`src/rtl/countdown_timer_if.sv`:
```
// Control/status bundle between a timer client and countdown_timer.
// master drives load/start/pause/reload requests and observes enable, complete and count.
interface countdown_timer_if #(
    parameter int WIDTH = 8
);
    logic             load;
    logic [WIDTH-1:0] load_value;
    logic             start;
    logic             pause;
    logic             reload_en;
    logic             enable;
    logic             complete;
    logic [WIDTH-1:0] count;

    modport master (
        output load, load_value, start, pause, reload_en,
        input  enable, complete, count
    );

    modport slave (
        input  load, load_value, start, pause, reload_en,
        output enable, complete, count
    );
endinterface

```
`src/rtl/countdown_timer.sv`:
```
// Prescaled down-counter with pause/resume, auto-reload and a one-cycle expiry pulse.
// Latency: N*PRESCALE cycles from RUN entry to EXPIRED; no backpressure, requests are sampled every cycle.
module countdown_timer #(
    parameter int WIDTH    = 8,
    parameter int PRESCALE = 4
) (
    input  logic           clk,
    input  logic           reset,
    countdown_timer_if.slave tif
);
    typedef enum logic [1:0] {
        IDLE    = 2'd0,
        RUN     = 2'd1,
        HOLD    = 2'd2,
        EXPIRED = 2'd3
    } state_t;

    localparam logic [7:0]       PS_LAST = 8'(PRESCALE - 1);
    localparam logic [WIDTH-1:0] ONE     = WIDTH'(1);

    state_t           state_q, state_d;
    logic [WIDTH-1:0] count_q, count_d;
    logic [WIDTH-1:0] reload_q, reload_d;
    logic [7:0]       presc_q, presc_d;

    always_ff @(posedge clk) begin
        if (reset) begin
            state_q  <= IDLE;
            count_q  <= '0;
            reload_q <= '0;
            presc_q  <= '0;
        end else begin
            state_q  <= state_d;
            count_q  <= count_d;
            reload_q <= reload_d;
            presc_q  <= presc_d;
        end
    end

    always_comb begin
        state_d  = state_q;
        count_d  = count_q;
        reload_d = reload_q;
        presc_d  = presc_q;
        case (state_q)
            IDLE: begin
                if (tif.load) begin
                    count_d  = tif.load_value;
                    reload_d = tif.load_value;
                    presc_d  = '0;
                end else if (tif.start && count_q != '0) begin
                    state_d = RUN;
                    presc_d = '0;
                end
            end
            RUN: begin
                // pause wins over a decrement due on the same edge
                if (tif.pause) begin
                    state_d = HOLD;
                end else if (presc_q == PS_LAST) begin
                    presc_d = '0;
                    if (count_q != '0) begin
                        count_d = count_q - ONE;
                    end
                    if (count_q == ONE) begin
                        state_d = EXPIRED;
                    end
                end else begin
                    presc_d = presc_q + 8'd1;
                end
            end
            HOLD: begin
                if (tif.start) begin
                    state_d = RUN;
                end else if (tif.load) begin
                    count_d  = tif.load_value;
                    reload_d = tif.load_value;
                    presc_d  = '0;
                    state_d  = IDLE;
                end
            end
            EXPIRED: begin
                if (tif.reload_en && reload_q != '0) begin
                    count_d = reload_q;
                    presc_d = '0;
                    state_d = RUN;
                end else begin
                    count_d = '0;
                    state_d = IDLE;
                end
            end
            default: state_d = IDLE;
        endcase
    end

    assign tif.enable   = (state_q == RUN);
    assign tif.complete = (state_q == EXPIRED);
    assign tif.count    = count_q;
endmodule

```
`src/flat_wrapper.sv`:
```
// flat-port wrapper written by rule: the top's interface ports become plain ports
module countdown_timer_flat 
#(
    parameter int WIDTH    = 8,
    parameter int PRESCALE = 4
)
  (clk, reset, tif_load, tif_load_value, tif_start, tif_pause, tif_reload_en, tif_enable, tif_complete, tif_count);
  countdown_timer_if #(.WIDTH(WIDTH)) tif_i ();
  input  logic clk;
  input  logic reset;
  input wire logic [$bits(tif_i.load)-1:0] tif_load;
  input wire logic [$bits(tif_i.load_value)-1:0] tif_load_value;
  input wire logic [$bits(tif_i.start)-1:0] tif_start;
  input wire logic [$bits(tif_i.pause)-1:0] tif_pause;
  input wire logic [$bits(tif_i.reload_en)-1:0] tif_reload_en;
  output wire logic [$bits(tif_i.enable)-1:0] tif_enable;
  output wire logic [$bits(tif_i.complete)-1:0] tif_complete;
  output wire logic [$bits(tif_i.count)-1:0] tif_count;
  assign tif_i.load = tif_load;
  assign tif_i.load_value = tif_load_value;
  assign tif_i.start = tif_start;
  assign tif_i.pause = tif_pause;
  assign tif_i.reload_en = tif_reload_en;
  assign tif_enable = tif_i.enable;
  assign tif_complete = tif_i.complete;
  assign tif_count = tif_i.count;
  countdown_timer #(.WIDTH(WIDTH), .PRESCALE(PRESCALE)) u_core (.clk(clk), .reset(reset), .tif(tif_i));
endmodule
```
`config.mk`:
```
export PLATFORM = sky130hd
export DESIGN_NAME = countdown_timer_flat
export DESIGN_NICKNAME = d
export VERILOG_FILES = /design/src/rtl/countdown_timer_if.sv /design/src/rtl/countdown_timer.sv /design/src/flat_wrapper.sv
export SDC_FILE = /design/constraint.sdc
export NUM_CORES = 1
export LEC_CHECK = 0
export CAP_MARGIN = 0
export CORE_ASPECT_RATIO = 1.5
export CORE_MARGIN = 1
export CORE_UTILIZATION = 53
export DETAILED_ROUTE_END_ITERATION = 8
export PLACE_DENSITY = 0.78
export SLEW_MARGIN = 20
export SYNTH_ARGS = -nofsm -noshare
export SYNTH_HDL_FRONTEND = slang
export SYNTH_SLANG_ARGS = --single-unit
```
`constraint.sdc`:
```
create_clock -name clk -period 2.3 [get_ports clk]
set_input_delay 0.23 -clock clk [delete_from_list [all_inputs] [get_ports clk]]
set_output_delay 0.23 -clock clk [all_outputs]
set_load 0.05 [all_outputs]
```
-- Yosys cells after proc, flatten, opt, wreduce, memory -nomap -nowiden
Cells that the tools add are included.
- equality and inequality tests: 17
- bitwise logic cells: 0
- divide/modulo/power cells: 0
- reductions and logical operators: 10
- add/sub/neg operators: 2
- shifts and indexed selects: 0
- magnitude comparators: 0
- multiply operators: 0
- muxes and demuxes: 27
- operators with widths (operator ; number):
    2-to-1 mux 8 bit ; 15
    one-hot mux 8 bit (4 select lines) ; 2
    one-hot mux 8 bit (2 select lines) ; 1
    nonzero test 8 bit ; 2
    2-to-1 mux 2 bit ; 7
    AND reduction 5 bit ; 2
    inequality test 3 x 2 -> 1 bit (second input constant) ; 3
    adder 8 x 1 -> 8 bit (second input constant) ; 1
    equality test 8 x 1 -> 1 bit (second input constant) ; 1
    equality test 8 x 2 -> 1 bit (second input constant) ; 1
    inequality test 2 x 1 -> 1 bit (second input constant) ; 4
    inequality test 2 bit (second input constant) ; 4
    one-hot mux 2 bit (4 select lines) ; 1
    subtractor 8 x 1 -> 8 bit (second input constant) ; 1
    equality test 2 bit (second input constant) ; 2
    AND reduction 4 bit ; 1
    inequality test 3 bit (second input constant) ; 1
    equality test 2 x 1 -> 1 bit (second input constant) ; 1
    logical AND 1 bit ; 2
    logical NOT 2 bit ; 1
    AND reduction 2 bit ; 1
    nonzero test 2 bit ; 1
    2-to-1 mux 1 bit ; 1
- latch bits: 0
- ROM bits: 0
- memories: 0
- output and inout port bits: 10
- logic and storage cells: 60
- memory bits (writable): 0
- register bits after elaboration: 26

-- Longest topological paths before layout
Gate-level depths: netlist (run 1).
- depth in word-level cells: 5
- depth in mapped cells: 7
- depth with buffers taken out: 7

-- Worst setup path after synthesis (run 1)
No wires, ideal clock.
- path type: register -> register
- from: register u_core.count_q[0], in the netlist u_core.tif.count[0]
- to: register u_core.count_q[1], in the netlist u_core.tif.count[1]
- path slack: 0.152 ns
- cell stages (with the launch flop): 7
- data required time: 2.213 ns
- path buffers: 0
- library setup time: 0.087 ns
- arrival time: 2.061 ns
- cells stage by stage: dfxtp_1 inv_1 ha_1 and3_1 o31a_1 or4_1 o31ai_1
- longest elaborated chain between the ends: 5
- RTL lines (item ; line ; RTL):
    start, declared ; countdown_timer.sv:22 ; logic [WIDTH-1:0] count_q, count_d;
    start signal, assigned ; countdown_timer.sv:34 ; count_q <= count_d;
    subtractor 8 x 1 -> 8 bit ; countdown_timer.sv:63 ; count_d = count_q - ONE;
    2-to-1 mux 8 bit ; countdown_timer.sv:62 ; if (count_q != '0) begin
    2-to-1 mux 8 bit ; countdown_timer.sv:60 ; end else if (presc_q == PS_LAST) begin
    2-to-1 mux 8 bit ; countdown_timer.sv:58 ; if (tif.pause) begin
    one-hot mux 8 bit (4 select lines) ; countdown_timer.sv:45 ; case (state_q)
Several ways; a longest one is shown, not always the timed one. The select of a mux whose other input is x is not followed.
A chain may end at the register's enable or synchronous reset.

-- Worst setup path after layout (run 1)
- from: register u_core.presc_q[0]
- to: register u_core.count_q[7], in the netlist u_core.tif.count[7]
- longest elaborated chain between the ends: 3
- RTL lines (item ; line ; RTL):
    start, declared ; countdown_timer.sv:24 ; logic [7:0] presc_q, presc_d;
    start signal, assigned ; countdown_timer.sv:36 ; presc_q <= presc_d;
    equality test 8 x 2 -> 1 bit ; countdown_timer.sv:60 ;
    inequality test 2 x 1 -> 1 bit (no line) ; -- ;
    AND reduction 4 bit (no line) ; -- ;
No other way between the ends.

==> results.md, run 1 <==
Status:
- The run finished with clean final reports.

Critical path:
- STA puts the critical path data required time at 2480 ps.
- Walking the worst path, the cells encountered are ha_1 > and2b_1 > nand3_2 > o31ai_1 > a21oi_1 > a22o_1.
- The arrival time reported for the critical path endpoint is 2240 ps.
- The critical path is of the reg2reg type.
- The delay of the slowest critical-path stage is 550 ps.
- In this run the worst path has a maximum fanout of 5.
- The worst register-to-register path begins at u_core.presc_q[0].
- STA classifies the critical path startpoint as a flip-flop.
- The reg-to-reg endpoint is u_core.tif.count[7].
- STA classifies the critical path endpoint as a flip-flop.
- On the critical path, the stage with the largest delay is an instance of sky130_fd_sc_hd__o31ai_1.
- The worst register-to-register path has a depth of 6.
- The setup check on the worst reg-to-reg path leaves a slack of roughly 230 ps.

Logic synthesis:
- The library cell occupying the most area in the post-synthesis netlist is sky130_fd_sc_hd__dfxtp_1.
- The count of flip-flops with a built-in enable after synthesis is 0.
- In this run, synthesis produced a sequential element count of 26.
- Synthesis produced a netlist whose cell count is 181.
- Sorting the synthesized cells by how often they occur yields sky130_fd_sc_hd__dfxtp_1 (26), sky130_fd_sc_hd__nor2_1 (20), sky130_fd_sc_hd__a21oi_1 (9), sky130_fd_sc_hd__mux2i_1 (9), sky130_fd_sc_hd__o21ai_0 (9).
- After synthesis, the netlist uses 54 different library cells.
- After synthesis, flip-flops and latches occupy between 30% and 40% of the total area.
- Summed over its instances, the top area cell type makes up 34.0% of the synthesized netlist area.
- After synthesis, the mean cell area works out to 8.45 um2.
- Ranked by total cell area, the synthesized netlist is headed by sky130_fd_sc_hd__dfxtp_1 (34%), sky130_fd_sc_hd__mux2i_1 (5.9%), sky130_fd_sc_hd__nor2_1 (4.9%).
- The most common cell in the synthesized netlist is sky130_fd_sc_hd__dfxtp_1.
- The proportion of register bits with asynchronous set or reset after synthesis is 0%.
- The synthesized netlist net count is 199.
- The netlist area before placement is 1530 um2.
- For this run, the leading register cell type out of synthesis is sky130_fd_sc_hd__dfxtp_1.
- The total of warnings raised by yosys is 0.

Cells and area:
- The final-layout fill cell count is approximately 240.
- The core occupancy in the finished layout is between 60 and 70%.
- The post-route cell area is 1860 um2.
- The count of cells in the finished layout, fillers not included, comes to 242.
- 0 antenna diodes ended up in the layout.
- Relative to the synthesized area, the layout overhead comes to 21.7%.
- Of the cells placed in the final design, the portion with a size suffix greater than 1 is 9.27%.
- The final layout net count is between 200 and 250.

Global route:
- The wire length of the first global-routing pass is 6560 um.
- In the global route stage, met1 resource usage came out at approximately 29%.
- The initial antenna violation count is 0.
- The met3 track demand over resource in global routing is 3.43%.
- Global routing consumed, on the met2 layer, between 50 and 60% of the routing resources.
- The number of global-route vias before repair is 1503.
- The aggregate global routing overflow is 0.
- Global routing used slightly below 30% of the available tracks.
- Entering global routing, the biggest net connects 19 pins.
- The busiest metal layer after global routing is met2.

Clocking:
- The total number of H-tree levels is 1.
- The register clock-pin slew on the reported worst setup and hold paths is 90 ps.
- The count of hold buffers inserted by post-cts repair is 0.
- Post-CTS repair changed the size of 0 cells.
- Counting every sink on the clock net gives 26.
- After clock tree synthesis, the setup repair step added 0 buffers.
- No sink is reached through more buffers than the 2 on the longest clock path.
- The TritonCTS buffer count is 3.
- The clock reaches the later pin of the worst-skew pair after ~270 ps.
- The CTS tree is done.
- The master cell of the clock root buffer is sky130_fd_sc_hd__clkbuf_8.

Pwr:
- The relative contribution of the clock network to total power is between 20% and 30%.
- The worst-case IR drop observed on VDD is between 500 and 600 uV.
- In this run the static leakage power is 0.712 nW.
- Net switching is 35.8% of the power.
- For this design the total switching power over the nets is between 400 and 500 uW.
- Combinational logic burns 35.2% of the power.
- Cell internal power was estimated by the tool at 821 uW.
- The power per unit of standard cell area is 687 nW/um2.
- Sequential cells account for 41.6% of the total power.

Route:
- The count of TritonRoute iterations in the first routing pass is 4.
- The total DRC errors in the routed layout is 0.
- Dividing the detail-routed via count by the number of cells gives 6.19.
- The number of design-rule violations left by the first detailed-router iteration is 35.
- The detailed router placed 1498 vias in this run.
- In the final routed layout, each cell accounts on average for 16.8 um.
- The total length of routed wires is 4060 um.
- Once detail routing completed, the nets flagged for antenna violations numbered 0.

STA:
- For the final database, setup skew stands at ~3.1 ps.
- After layout, the worst path uses 89.8% of the clock period.
- Setup violations remaining at the end of the flow were counted as 0.
- Setup repair after global routing left no endpoint under its margin.
- The number of max-slew violations in the final report is 0.
- The worst pin sits at a relative slew slack of 60.1%.
- The number of hold violations in the final report is 0.
- The sum of negative setup slack is 0 ps.
- At the pin with the least slew margin, the transition time is 594 ps.
- For this run, the top clock speed supported by timing is 484 MHz.
- The clock period minus worst slack is 2070 ps.
- Setup slack closes at 234 ps.

Floorplan:
- The area of the die is 3110 um2.
- The die is 67.8 um tall.
- Row generation in the floorplan step produced 23 rows.
- 24 I/O pins were placed.
- From left edge to right edge, the die measures between 40 and 50 um.
- Once the floorplan was initialized, standard cells occupied 56.6% of the core.
- The area of the core region is 2710 um2.

Worst hold path:
- Along the worst hold path, the cell count comes to 2.
- The path with the worst hold slack has its endpoint at u_core.presc_q[1].
- The launch point of the worst hold path is u_core.presc_q[1].
- The type of the tightest min-delay check is reg2reg.

Placement:
- Summed over all nets, the half-perimeter wirelength after detailed placement is roughly 3100 um.
- The routability congestion estimate from global placement is 0.925.
- In this run the cell area measured after placement is 1810 um2.
- Timing analysis after detailed placement gives a worst setup slack of 198 ps.
- The count of placed standard cells including taps is 238.
- The port buffer count is 23.

Job:
- The tool flagged a number of max-cap violations equal to 0.
-- how the worst max path moves through the flow --
stage | from | endpoint | slack (ps) | cells past startpoint
after floorplan | u_core.tif.count[0] | u_core.tif.count[1] | 150 | 6
after global placement | tif_reload_en | u_core.presc_q[4] | 300 | 6
after detailed placement | tif_reload_en | u_core.presc_q[4] | 200 | 6
after CTS | u_core.presc_q[0] | u_core.tif.count[7] | 240 | 6
after global routing | u_core.presc_q[0] | u_core.tif.count[7] | 90 | 6
final | u_core.presc_q[0] | u_core.tif.count[7] | 230 | 6
-- power groups by stage --
stage | clock network, mW | registers [mW] | logic, mW
6_report | 0.298 | 0.532 | 0.450
5_1_grt | 0.316 | 0.536 | 0.485
4_1_cts | 0.303 | 0.531 | 0.448
3_5_place_dp | 0 | 0.542 | 0.440
3_3_place_gp | 0 | 0.539 | 0.433
2_1_floorplan | 0 | 0.589 | 0.255
-- registers in the layout (all words and copies together) (netlist names) --
| name | count |
|---|---|
| u_core.presc_q | 8 |
| u_core.reload_q | 8 |
| u_core.tif.count | 8 |
| u_core.state_q | 2 |
-- cell type report --
type | count | area, um2 | share of cell area [%]
timing repair buffer | 29 | 273 | 14.6
multi-input combinational | 140 | 946 | 50.8
sequential | 26 | 520 | 27.9
inverter | 6 | 22.5 | 1.21
tap | 37 | 46.3 | 2.48
clock buffer | 4 | 55.1 | 2.95
-- worst max-delay path: cells and delay by family (launching register included) --
family          cells  cell delay [ps]
flops               1              400
compound gates      3             1030
simple gates        2              280
fa+ha+maj           1              250
-- layer usage --
| layer | routed length [um] | up-vias |
|---|---|---|
| met1 | 1470 | 723 |
| met5 | 0 | - |
| met3 | 106 | 11 |
| li1 | - | 728 |
| met2 | 2320 | 36 |
| met4 | 163 | 0 |
-- cell families (layout without fill, tap and decap cells) --
family / Yosys count / in the layout / share of synthesized area [%]
buffers and inverters: 15 / 39 / 4.17
and+or+nand+nor: 67 / 67 / 24.1
AOI/OAI and AO/OA: 54 / 54 / 24.9
DFF: 26 / 26 / 34.0
muxes: 10 / 10 / 6.62
xor gates and xnor gates: 5 / 5 / 2.86
adders and majority gates: 4 / 4 / 3.27
-- stage by stage --
step | power (mW) | hold WS, ps
after floorplan | 0.844 | 377
after global placement | 0.973 | 500
after detailed placement | 0.981 | 508
after CTS | 1.28 | 520
after global routing | 1.34 | 544
final | 1.28 | 520
-- placed cells by master (no fill, tap or decap), drive strengths merged, types with 2 or more instances in the layout --
master,n
nand2,5
nor4,4
and3,3
xor2,2
o211ai,2
clkbuf,4
inv,6
clkdlybuf4s50,22
o31ai,3
or4,3
mux2i,9
a31oi,3
o21ai,10
buf,7
a222oi,2
and2,3
a21boi,3
dfxtp,26
nand2b,2
a211oi,2
o2bb2ai,3
a22o,5
ha,4
nor3,6
nor2b,4
nand3,8
xnor2,3
o22ai,5
a21oi,9
nor2,20
nand3b,2
and4,2
(Power assumes the default switching activity.)
==> run 2, diff against run 1 <==
--- a/config.mk
+++ b/config.mk
@@ -11,6 +11,7 @@
 export CORE_UTILIZATION = 53
 export DETAILED_ROUTE_END_ITERATION = 8
 export PLACE_DENSITY = 0.78
+export REMOVE_ABC_BUFFERS = 1
 export SLEW_MARGIN = 20
 export SYNTH_ARGS = -nofsm -noshare
 export SYNTH_HDL_FRONTEND = slang
==> run 2 against run 1 <==
  * Via count is 1.4% lower
  * Worst setup slack better by 17 ps
  * Die area stayed put
  * Largest cell class unchanged
  * Fmax is 0.84% higher
  * First-iteration DRC count is 63% higher
  * Total power is 0.55% higher
  * Core utilization is 0.28 points higher
  * Sequential power is 0.8% lower
  * Critical endpoint is now tif_complete
==> results.md, run 2 (synthesis results as in run 1) <==
Status:
- The flow ran to the end, and the final reports show no timing, DRC or antenna violations.

Critical path:
- STA puts the critical path data required time at between 2000 and 2500 ps.
- The startpoint of the worst register-to-register path is u_core.presc_q[1].
- The setup check on the worst reg-to-reg path leaves a slack of 250 ps.
- The worst setup path is captured at a primary output.
- The worst setup path is launched from a flip-flop.
- The delay of the slowest critical-path stage is ~800 ps.
- The reg-to-reg endpoint is u_core.tif.count[0].
- At the worst endpoint, the arrival time is 1820 ps.
- On the critical path, the stage with the largest delay is an instance of sky130_fd_sc_hd__clkdlybuf4s50_1.
- Walking the worst path, the cells encountered are and2_1 > clkdlybuf4s50_1.
- The dominant delay contributor by cell family on the critical path is buffers and inverters.
- The maximum fanout encountered on the critical timing path is 11.
- The worst path buffer plus inverter count is 1.
- The worst setup path is of the reg2out kind.
- For the worst flop-to-flop path, the logic depth is 6.

STA:
- Headroom to the max-slew limit came out at 64.0%.
- The clock period minus worst slack is 2050 ps.
- The number of hold violations in the final report is 0.
- The setup clock skew after layout is 5.10 ps.
- The number of max-slew violations in the final report was 0.
- The slew at the pin with the worst max-slew slack is around 540 ps.
- The share of the clock period used by the worst path is approximately nine tenths.
- Based on the critical path, the design can be clocked at up to 488 MHz.
- The sum of negative setup slack is 0 ps.
- The tightest hold path in the finished design has a slack of 525 ps.
- Setup repair after global routing left no endpoint under its margin.
- The number of failing setup endpoints in the final timing report is 0.

Pwr:
- In this run the static leakage power is 0.716 nW.
- Power comes to around 1.3 mW.
- The power per unit of standard cell area is roughly 690 nW/um2.
- The worst-case vdd ir drop is 504 uV.

Clocking:
- Counting along the longest clock path gives a buffer depth of 2.
- The master cell of the clock root buffer is sky130_fd_sc_hd__clkbuf_8.
- The post-CTS setup buffer count is 0.
- The register clock-pin slew on the reported worst setup and hold paths is 90 ps.
- The number of instances resized during post-cts repair is 0.
- The clock sink total is 26.
- Clock tree synthesis inserted a total of 3 buffers.
- The total number of H-tree levels is 1.
- After clock tree synthesis, the flow added hold-fix buffers numbering 0.
- The source-to-sink clock delay at the later pin of the worst-skew pair is 280 ps.
- TritonCTS built the clock tree.

Cells and area:
- Cells with a size suffix above 1 make up under 10% of the layout.
- The final-layout fill cell count is 245.
- The core occupancy in the finished layout is between 60% and 70%.
- For this run, the post-layout net count is about 230.
- In the layout the commonest cells are sky130_fd_sc_hd__dfxtp_1 (26), sky130_fd_sc_hd__clkdlybuf4s50_1 (22), sky130_fd_sc_hd__nor2_1 (20).
- From synthesis to final layout, the design area changed by 22.2%.
- Leaving out fill and tap cells, the most frequent cell in the layout is sky130_fd_sc_hd__dfxtp_1.
- The number of antenna diodes in the final layout is 0.

Floorplan:
- For this configuration, the core starts out at a cell density of between 50% and 60%.
- The core region is 2710 um2.
- The top-level I/O count is 24.
- The floorplan has 23 rows.
- The die outline width is 45.9 um.
- The floorplan step set the die height to 67.8 um.
- The area of the die is 3110 um2.

Route:
- The total length of routed wires is 4040 um.
- In this run the remaining antenna-violating nets after routing total 0.
- The total DRC errors in the routed layout is 0.
- The first routing iteration left 57 violations.
- The via density per instance is 6.08.
- The count of TritonRoute iterations in the first routing pass is 4.
- The detailed-route via count is ~1500.
- The final routed wire length divided by cell count is 16.6 um.

Worst hold path:
- In this run the most critical hold path is launched from u_core.presc_q[1].
- The type of the tightest min-delay check is reg2reg.
- For hold timing, the worst endpoint is u_core.presc_q[1].
- The worst hold path was traced through 2 stages.

Placement:
- The final HPWL from detailed placement is 3170 um.
- The routability congestion estimate from global placement is around 0.95.
- The port buffer count is 23.

Global route:
- The pin count of the biggest net entering global routing is 15.
- The total overflow left after global routing is 0.
- Across every metal layer, demand over resource in global routing totals ~29%.
- The number of global-route vias before repair came to 1461.
- The wire length of the first global-routing pass is 6550 um.
- The initial antenna violation count is 0.

Job:
- The number of maximum-capacitance constraint violations is 0.
[run 2: cell count changes in the layout (fill, tap and decap cells not counted), sizes merged]
cell,before,now
buf,7,8
[run 2: how the worst max path moves through the flow]
stage,start,to,depth (start not counted)
floorplan,u_core.tif.count[0],u_core.tif.count[1],6
global placement,tif_load,u_core.tif.count[6],5
detailed placement,tif_load,u_core.reload_q[2],5
CTS,u_core.presc_q[1],u_core.tif.count[0],6
global route,u_core.presc_q[1],u_core.tif.count[1],6
finish,u_core.state_q[1],tif_complete,2
[run 2: cell type report]
type                    count  area, um2  area share [%]
well taps                  37       46.3            2.47
multi-input cells         140        946            50.6
flip-flops and latches     26        520            27.8
inverters                   6       22.5            1.20
clock buffers               4       55.1            2.94
repair buffers             30        280            15.0
[run 2: worst register-to-register path: cells and delay by family (launching register included)]
kind | cells | cell delay, ps
and+or+nand+nor | 3 | 820
AOI/OAI and AO/OA | 2 | 470
DFF | 1 | 390
adders and majority gates | 1 | 270
[run 2: report_power, final]
group	total (mW)	internal [mW]	switching, mW
clock	0.303	0.153	0.149
combinational	0.455	0.186	0.269
sequential	0.528	0.484	0.0442
[run 2: metrics by stage]
stage | instances | area (um2) | setup slack, ps
6_report | 243 | 1870 | 251
3_3_place_gp | 239 | 1820 | 326
4_1_cts | 243 | 1870 | 267
3_5_place_dp | 239 | 1820 | 262
5_1_grt | 243 | 1870 | 137
2_1_floorplan | 172 | 1490 | 152
[run 2: layer usage]
layer  share of wire [%]  vias up  global-route usage, %  wire length, um
li1                    -      732                      -                -
met1                  38      689                   32.0             1530
met2                  57       48                   54.4             2300
met3                 3.7        8                   2.90              148
met4                 1.6        0                   11.0               65
met5                   0        -                      0                0
